===== config.mk =====
export PLATFORM = sky130hd
export DESIGN_NAME = uart_program_yukleyici
export DESIGN_NICKNAME = d
export VERILOG_FILES = /design/src/rtl/uart_program_yukleyici_pkg.sv /design/src/rtl/uart_kelime_paketleyici.sv /design/src/rtl/uart_program_yukleyici.sv
export SDC_FILE = /design/constraint.sdc
export NUM_CORES = 1
export LEC_CHECK = 0
export CAP_MARGIN = 30
export CORE_UTILIZATION = 62
export DETAILED_ROUTE_END_ITERATION = 7
export DONT_BUFFER_PORTS = 1
export GPL_ROUTABILITY_DRIVEN = 0
export PLACE_DENSITY = 0.78
export SKIP_CTS_REPAIR_TIMING = 1
export SYNTH_ARGS = -nofsm -noshare
export SYNTH_HDL_FRONTEND = slang
export SYNTH_SLANG_ARGS = --single-unit

===== constraint.sdc =====
create_clock -name clk_g -period 5.8 [get_ports clk_g]
set_input_delay 0.58 -clock clk_g [delete_from_list [all_inputs] [get_ports clk_g]]
set_output_delay 0.58 -clock clk_g [all_outputs]
set_load 0.01 [all_outputs]

===== src/rtl/uart_program_yukleyici_pkg.sv =====
// Shared types and defaults for the UART program loader.
// Optional checksum stage: UART_YUKLEYICI_SAGLAMA_EN.
package uart_program_yukleyici_pkg;

   typedef enum logic [2:0] {
      BOSTA   = 3'd0,
      SAY_L   = 3'd1,
      SAY_H   = 3'd2,
      VERI    = 3'd3,
      YAZ     = 3'd4,
      SAGLAMA = 3'd5,
      BITTI   = 3'd6
   } durum_t;

   localparam logic [7:0] SIHIRLI_VARSAYILAN     = 8'hA5;
   localparam int         ZAMAN_ASIMI_VARSAYILAN = 1000000;
   localparam int         SAYI_W                 = 16;

endpackage


===== src/rtl/uart_kelime_paketleyici.sv =====
// Packs four received bytes into a little-endian 32-bit word; first byte ends in [7:0].
module uart_kelime_paketleyici
   import uart_program_yukleyici_pkg::*;
(
   input  logic        clk_g,
   input  logic        rst_g,
   input  logic        temizle,
   input  logic        gecerli,
   input  logic [7:0]  veri,
   output logic [31:0] kelime,
   output logic        bitti
);

   logic [1:0] sayac;

   always_ff @(posedge clk_g or negedge rst_g) begin
      if (!rst_g) begin
         sayac  <= 2'd0;
         kelime <= 32'd0;
      end else if (temizle) begin
         sayac <= 2'd0;
      end else if (gecerli) begin
         kelime <= {veri, kelime[31:8]};
         sayac  <= sayac + 2'd1;
      end
   end

   assign bitti = gecerli && (sayac == 2'd3);

endmodule


===== src/rtl/uart_program_yukleyici.sv =====
// Loads a framed program image from the UART byte stream into instruction memory.
// Optional checksum stage: UART_YUKLEYICI_SAGLAMA_EN.
//
// state   | meaning
// BOSTA   | idle, waiting for the start byte
// SAY_L   | expecting count low byte
// SAY_H   | expecting count high byte
// VERI    | collecting data bytes into a word
// YAZ     | word write pending on the memory handshake
// SAGLAMA | expecting the XOR checksum byte
// BITTI   | image loaded, core released
module uart_program_yukleyici
   import uart_program_yukleyici_pkg::*;
#(
   parameter int         ADRES_W     = 10,
   parameter logic [7:0] SIHIRLI     = SIHIRLI_VARSAYILAN,
   parameter int         ZAMAN_ASIMI = ZAMAN_ASIMI_VARSAYILAN
) (
   input  logic               clk_g,
   input  logic               rst_g,
   input  logic [7:0]         al_veri,
   input  logic               al_gecerli,
   output logic               yaz_gecerli,
   input  logic               yaz_hazir,
   output logic [ADRES_W-1:0] yaz_adres,
   output logic [31:0]        yaz_veri,
   output logic               cekirdek_rst,
   output logic               yukleme_bitti,
   output logic               hata
);

   localparam int             TW       = $clog2(ZAMAN_ASIMI + 1);
   localparam logic [TW-1:0]  YENIDEN  = TW'(ZAMAN_ASIMI - 1);
   localparam logic [16:0]    DERINLIK = 17'd1 << ADRES_W;
`ifdef UART_YUKLEYICI_SAGLAMA_EN
   localparam durum_t         SON_DURUM = SAGLAMA;
`else
   localparam durum_t         SON_DURUM = BITTI;
`endif

   durum_t              durum, durum_n;
   logic [SAYI_W-1:0]   sayi;
   logic [SAYI_W-1:0]   yeni_sayi;
   logic [ADRES_W:0]    indeks;
   logic [TW-1:0]       zamanlayici;
   logic                aktif, zaman_doldu, hata_set, son_kelime, sihirli_geldi;
   logic [31:0]         kelime;
   logic                pk_bitti;
`ifdef UART_YUKLEYICI_SAGLAMA_EN
   logic [7:0]          saglama;
`endif

   assign aktif         = (durum != BOSTA) && (durum != BITTI);
   assign zaman_doldu   = aktif && !al_gecerli && (zamanlayici == '0);
   assign yeni_sayi     = {al_veri, sayi[7:0]};
   assign son_kelime    = ((17'(indeks) + 17'd1) == {1'b0, sayi});
   assign sihirli_geldi = (durum == BOSTA) && al_gecerli && (al_veri == SIHIRLI);

   uart_kelime_paketleyici u_paketleyici (
      .clk_g   (clk_g),
      .rst_g   (rst_g),
      .temizle (durum == BOSTA),
      .gecerli (al_gecerli && (durum == VERI)),
      .veri    (al_veri),
      .kelime  (kelime),
      .bitti   (pk_bitti)
   );

   always_ff @(posedge clk_g or negedge rst_g) begin
      if (!rst_g) durum <= BOSTA;
      else        durum <= durum_n;
   end

   always_comb begin
      durum_n  = durum;
      hata_set = 1'b0;
      case (durum)
         BOSTA:   if (sihirli_geldi) durum_n = SAY_L;
         SAY_L:   if (al_gecerli) durum_n = SAY_H;
         SAY_H: begin
            if (al_gecerli) begin
               if (yeni_sayi == '0) begin
                  durum_n = SON_DURUM;
               end else if ({1'b0, yeni_sayi} > DERINLIK) begin
                  hata_set = 1'b1;
                  durum_n  = BOSTA;
               end else begin
                  durum_n = VERI;
               end
            end
         end
         VERI:    if (pk_bitti) durum_n = YAZ;
         YAZ: begin
            // A byte arriving while the write is still pending is an overrun.
            if (al_gecerli) begin
               hata_set = 1'b1;
               durum_n  = BOSTA;
            end else if (yaz_hazir) begin
               durum_n = son_kelime ? SON_DURUM : VERI;
            end
         end
`ifdef UART_YUKLEYICI_SAGLAMA_EN
         SAGLAMA: begin
            if (al_gecerli) begin
               if (al_veri == saglama) begin
                  durum_n = BITTI;
               end else begin
                  hata_set = 1'b1;
                  durum_n  = BOSTA;
               end
            end
         end
`endif
         BITTI:   durum_n = BITTI;
         default: durum_n = BOSTA;
      endcase
      if (zaman_doldu) begin
         hata_set = 1'b1;
         durum_n  = BOSTA;
      end
   end

   always_comb begin
      yaz_gecerli   = (durum == YAZ);
      cekirdek_rst  = (durum != BITTI);
      yukleme_bitti = (durum == BITTI);
      yaz_adres     = indeks[ADRES_W-1:0];
      yaz_veri      = kelime;
   end

   always_ff @(posedge clk_g or negedge rst_g) begin
      if (!rst_g) begin
         sayi        <= '0;
         indeks      <= '0;
         hata        <= 1'b0;
         zamanlayici <= '0;
`ifdef UART_YUKLEYICI_SAGLAMA_EN
         saglama     <= 8'd0;
`endif
      end else begin
         if (sihirli_geldi)  hata <= 1'b0;
         else if (hata_set)  hata <= 1'b1;
         if (durum == SAY_L && al_gecerli) sayi[7:0] <= al_veri;
         if (durum == SAY_H && al_gecerli) begin
            sayi[15:8] <= al_veri;
            indeks     <= '0;
         end
         if (durum == YAZ && yaz_hazir && !al_gecerli && !zaman_doldu)
            indeks <= indeks + 1'b1;
`ifdef UART_YUKLEYICI_SAGLAMA_EN
         if (sihirli_geldi)                  saglama <= 8'd0;
         else if (durum == VERI && al_gecerli) saglama <= saglama ^ al_veri;
`endif
         // Down-counter: reloaded on every byte and whenever idle or finished.
         if (al_gecerli || !aktif)     zamanlayici <= YENIDEN;
         else if (zamanlayici != '0)   zamanlayici <= zamanlayici - 1'b1;
      end
   end

endmodule

==> results of run 1 <==
==> state kept, by name, indices dropped and copies added (netlist names) <==
register	cells
indeks	11
hata	1
u_paketleyici.kelime	32
durum	3
u_paketleyici.sayac	2
sayi	16
zamanlayici	20
==> final cells by class <==
| cell class | count | share of cell area |
|---|---|---|
| multi-input cells | 294 | 0.451 |
| clock buffers | 9 | 0.0270 |
| clock inverters | 7 | 0.0150 |
| flip-flops and latches | 85 | 0.464 |
| inverters | 9 | 0.00737 |
| repair buffers | 3 | 0.00928 |
| well taps | 96 | 0.0262 |
==> kinds of logic (layout without fill, tap and decap cells) <==
kind of cell               count (synthesis)  after routing  share of synthesized area
AOI/OAI and AO/OA                         70             70                      0.105
and+or+nand+nor                          148            148                      0.183
DFF                                       85             85                      0.484
xor gates and xnor gates                  25             25                     0.0498
buffers and inverters                     37             28                     0.0475
muxes                                     48             48                      0.123
adders and majority gates                  3              3                    0.00854
==> per-layer routing <==
layer,vias to the layer above,track usage,routed length [um]
li1,1466,-,-
met1,1516,0.339,3880
met2,95,0.409,4180
met3,5,0.0800,504
met5,-,0,0
met4,0,0.0727,62
==> worst paths after layout <==
check	start	slack (ns)	to
setup / recovery	indeks[0]$_DFFE_PN0P_	3.01	durum[0]$_DFFE_PN0P_
hold / removal	rst_g	0.11	u_paketleyici.kelime[5]$_DFFE_PN0P_
setup reg to reg	indeks[0]$_DFFE_PN0P_	3.01	durum[0]$_DFFE_PN0P_
hold reg to reg	sayi[12]$_DFFE_PN0P_	0.52	sayi[12]$_DFFE_PN0P_
max in group asynchronous	rst_g	5.38	zamanlayici[17]$_DFFE_PN0N_
min in group clk_g	al_veri[0]	0.34	sayi[8]$_DFFE_PN0P_
==> through the flow <==
| stage | setup slack (ns) | cells | cell area, um^2 | hold slack, ns |
|---|---|---|---|---|
| 4_1_cts | 3.00 | 502 | 4560 | -0.117 |
| 3_3_place_gp | 3.13 | 486 | 4360 | 0.286 |
| 3_5_place_dp | 3.02 | 486 | 4360 | 0.286 |
| 6_report | 3.01 | 503 | 4580 | 0.113 |
| 2_1_floorplan | 3.35 | 416 | 4400 | 0.284 |
| 5_1_grt | 2.82 | 503 | 4580 | 0.123 |
==> report_power, final <==
group	internal (mW)	switching, mW
Combinational	0.00719	0.0154
Clock	0.170	0.242
Sequential	0.595	0.00199
Total	0.772	0.260
==> placed cells by master, fill, tap and decap left out, types with 10 or more instances in the layout <==
cell type	synthesis	layout
nand3_1	14	14
nor3_1	14	14
nor2_1	33	33
mux2_2	47	47
dfrtp_1	85	85
xnor2_1	17	17
o21ai_0	16	16
nand2_1	24	24
or3_1	10	10
==> impl_metrics.py, run 1 <==
metrics = {
    "logic_synthesis": {
        "synthTopCellsByCount": "85 x dfrtp_1, 47 x mux2_2, 33 x nor2_1",
        "synth_top_cell_area_share": 0.484,
        "synth_area_leaders": "dfrtp_1 48%, mux2_2 12%, xnor2_1 3.4%",
        "synth_edf_count": 0,
        "async_reset_ff_frac": 1.00,
        "yosysWarnings": 0,
        "netlist-cell-type-count": 62,
        "yosysTopAreaCell": "dfrtp_1",
        "avgSynthCellArea_um2": 10.6,
        "synthCells": 416,
        "synth_flop_cell": "dfrtp_1",
        "seq_area_frac_synth": 0.484,
        "ys_ff_latch": 85,
        "syn-num-nets": 431,
        "synth_area_um2": 4400,
        "yosys.cell_count.top_type": "dfrtp_1",
    },
    "cts": {
        "clk_pin_slew_ns": 0.10,
        "h-tree-depth": 3,
        "cts_buffers": 9,
        "insertion_delay_ns": 0.37,
        "clockBufferDepth": 2,
        "cts_root_buffer": "clkbuf_8",
        "clock-sinks": 85,
        "cts_tree": "done",
    },
    "floorplan": {
        "dieArea_um2": 7430,
        "start_util": 0.644,
        "die_w_um": 86.2,
        "fp.dieH_um": 86.2,
        "boundaryPins": 58,
        "rows": 30,
        "core_area_um2": 6830,
    },
    "power": {
        "ir_worst_vdd_mv": 0.151,
        "power.leakage_nw": 1.95,
        "p_total_mw": 1.03,
        "power_density_nw_per_um2": 225,
    },
    "worst_setup_path": {
        "worst_ep_required_time_ns": 6.07,
        "path_delay_family": "simple AND/OR/NAND/NOR gates",
        "end_kind": "flip-flop",
        "cp.buffers_inverters": 0,
        "cp-start-kind": "flip-flop",
        "path_cells": "ha_1, nand3_1, or4_4, xnor2_1, nand2_1, or4_1, a31o_2",
        "path_depth": 7,
        "crit_arrival_ns": 3.06,
        "path_max_fanout": 8,
        "criticalPathCategory": "flip-flop to flip-flop",
        "reg2reg_depth": 7,
        "cp_slowest_cell": "or4_1",
        "cpPeakStageDelay_ns": 0.56,
    },
    "drt": {
        "drt-initial-drc-count": 187,
        "final_antenna_net_count": 0,
        "drt-pass1-iter-count": 4,
        "drt-total-wl_um": 8630,
        "viasPerCell": 6.13,
        "drc_errors": 0,
        "vias": 3082,
        "wl_per_cell_um": 17.2,
    },
    "sta": {
        "worst_pin_slew_ns": 0.765,
        "fmax_mhz": 358,
        "fin_setup_tns_ns": 0,
        "final-max-slew-violation-count": 0,
        "period_share": 0.482,
        "relSlewSlack": 0.488,
        "rsz0062_at_grt": "no",
        "fin_skew_ns": 0.0134,
        "setup_violations": 0,
        "period_minus_slack_ns": 2.79,
        "hold_violations": 0,
    },
    "grt": {
        "grt.total_usage": 0.256,
        "grt_max_degree": 86,
        "antenna_found_initial": 0,
        "globalRoute.totalOverflow": 0,
        "grt_first_pass_wirelength_um": 14700,
        "grt_pass1_vias": 2920,
    },
    "placement": {
        "port_buffers": 0,
        "place_hpwl_um": 5880,
    },
    "layout": {
        "seq_area_um2": 2130,
        "fillCellCount": 557,
        "fin_util": 0.671,
        "nets": 417,
        "multi_input_area_um2": 2070,
        "antenna_cells": 0,
        "drive_gt1_frac": 0.197,
        "syn_to_final_growth_pct": 4.24,
    },
    "worst_hold_path": {
        "hp-class": "input port to asynchronous set/reset pin",
    },
    "job": {
        "drv_cap": 0,
    },
    "outcome": {
        "outcome": "finished clean",
    },
}
(Power assumes the default switching activity.)
==> run 2: changes to the inputs <==
==> constraint.sdc (replaced) <==
create_clock -name clk_g -period 2.9 [get_ports clk_g]
set_input_delay 0.29 -clock clk_g [delete_from_list [all_inputs] [get_ports clk_g]]
set_output_delay 0.29 -clock clk_g [all_outputs]
set_load 0.01 [all_outputs]
==> run 2 against run 1 <==
Compared with the run above:
- via count grew 1.0%
- power grew 100%
- fmax grew 1.3%
- combinational power grew 110%
==> impl_metrics.py, run 2 (same netlist as run 1, synthesis figures left out) <==
metrics = {
    "cts": {
        "insertion_delay_ns": 0.35,
        "cts_root_buffer": "clkbuf_8",
        "clock-sinks": 85,
        "cts_tree": "done",
        "clockBufferDepth": 2,
        "h-tree-depth": 3,
        "clk_pin_slew_ns": 0.08,
        "cts_buffers": 9,
    },
    "worst_setup_path": {
        "path_cells": "ha_1, nand3_1, or4_4, xnor2_1, nand2_1, or4_1, a31o_2",
        "reg2reg_depth": 7,
        "path_delay_family": "simple AND/OR/NAND/NOR gates",
        "path_max_fanout": 8,
        "cp_slowest_cell": "or4_1",
        "end_kind": "flip-flop",
        "cp.buffers_inverters": 0,
        "criticalPathCategory": "flip-flop to flip-flop",
        "cp-start-kind": "flip-flop",
        "reg2reg_to": "durum[0]$_DFFE_PN0P_",
        "cpPeakStageDelay_ns": 0.58,
        "reg2reg_slack_ns": 0.14,
        "crit-reg2reg-launch": "indeks[1]$_DFFE_PN0P_",
        "worst_ep_required_time_ns": 3.13,
        "crit_arrival_ns": 2.99,
    },
    "worst_hold_path": {
        "hold_start": "al_veri[0]",
        "min_to": "sayi[8]$_DFFE_PN0P_",
        "hold-path-cell-count": 2,
        "hp-class": "input port to flip-flop",
    },
    "grt": {
        "use_met1": 0.324,
        "grt_util_met2": 0.429,
        "grt.total_usage": 0.251,
        "grt_first_pass_wirelength_um": 14500,
        "globalRoute.totalOverflow": 0,
        "grt_max_degree": 86,
        "busiest_layer": "met2",
        "grt_pass1_vias": 2988,
        "gr-usage-met3": 0.0571,
        "antenna_found_initial": 0,
    },
    "layout": {
        "reg.largest.list": "u_paketleyici.kelime x32, zamanlayici x20, sayi x16",
        "largest_register": "u_paketleyici.kelime",
        "final_area_um2": 4650,
        "mostFrequentLayoutCell": "dfrtp_1",
        "drive_gt1_frac": 0.207,
        "fin_util": 0.681,
        "nets": 425,
        "antenna_cells": 0,
        "largest_reg_flops": 32,
        "syn_to_final_growth_pct": 5.80,
        "mostFrequentLayoutCells": "85 x dfrtp_1, 47 x mux2_2, 33 x nor2_1",
        "fin_cells": 511,
    },
    "drt": {
        "drt-total-wl_um": 8780,
        "final_antenna_net_count": 0,
        "wl_per_cell_um": 17.2,
        "drt-pass1-iter-count": 4,
        "viasPerCell": 6.09,
        "drc_errors": 0,
        "drt-initial-drc-count": 121,
        "vias": 3114,
    },
    "placement": {
        "placed_area_um2": 4420,
        "post-place-cells": 493,
        "place_hpwl_um": 6090,
        "port_buffers": 0,
    },
    "floorplan": {
        "dieArea_um2": 7430,
        "rows": 30,
        "fp.dieH_um": 86.2,
        "boundaryPins": 58,
        "start_util": 0.644,
        "die_w_um": 86.2,
        "core_area_um2": 6830,
    },
    "power": {
        "power.leakage_nw": 1.99,
        "power_density_nw_per_um2": 447,
        "ir_worst_vdd_mv": 0.360,
    },
    "sta": {
        "fin_skew_ns": 0.0113,
        "setup_violations": 0,
        "hold_violations": 0,
        "worst_pin_slew_ns": 0.691,
        "fin_setup_tns_ns": 0,
        "whs_ns": 0.0688,
        "fmax_mhz": 363,
        "period_minus_slack_ns": 2.76,
        "relSlewSlack": 0.538,
        "final-max-slew-violation-count": 0,
        "rsz0062_at_grt": "no",
        "period_share": 0.951,
    },
    "outcome": {
        "outcome": "finished clean",
    },
    "job": {
        "drv_cap": 0,
    },
}
run 2: layer usage:
layer	wire length, um	part of all wire	vias to the layer above
met1	3950	0.45	1534
met3	437	0.050	10
met4	75	0.0085	0
met5	0	0	-
met2	4330	0.49	82
li1	-	-	1488
run 2: layout make-up:
cell class / count / area, um^2
Fill cell: 530 / 2180
Sequential cell: 85 / 2130
Multi-Input combinational cell: 294 / 2070
Clock buffer: 10 / 128
Tap cell: 96 / 120
Timing Repair Buffer: 11 / 105
Clock inverter: 6 / 71.3
Inverter: 9 / 33.8
run 2: stage by stage:
stage                     total power [mW]  setup WS (ns)
final                                 2.08          0.142
after global routing                  2.15        0.00386
after CTS                             2.07          0.144
after detailed placement              1.24          0.164
after global placement                1.24          0.293
after floorplan                       1.23          0.448
run 2: where the power goes:
| part | switching (mW) | internal, mW |
|---|---|---|
| registers | 0.00416 | 1.19 |
| clock network | 0.430 | 0.408 |
| logic | 0.0320 | 0.0152 |
| total | 0.467 | 1.61 |
run 2: how the worst max path moves through the flow:
stage / start / end / slack, ns / cells after the start
3_3_place_gp: indeks[1]$_DFFE_PN0P_ / durum[0]$_DFFE_PN0P_ / 0.29 / 7
4_1_cts: indeks[1]$_DFFE_PN0P_ / durum[0]$_DFFE_PN0P_ / 0.14 / 7
2_1_floorplan: indeks[0]$_DFFE_PN0P_ / durum[0]$_DFFE_PN0P_ / 0.45 / 7
5_1_grt: indeks[1]$_DFFE_PN0P_ / durum[0]$_DFFE_PN0P_ / 0.004 / 7
6_report: indeks[1]$_DFFE_PN0P_ / durum[0]$_DFFE_PN0P_ / 0.14 / 7
3_5_place_dp: indeks[1]$_DFFE_PN0P_ / durum[0]$_DFFE_PN0P_ / 0.16 / 7
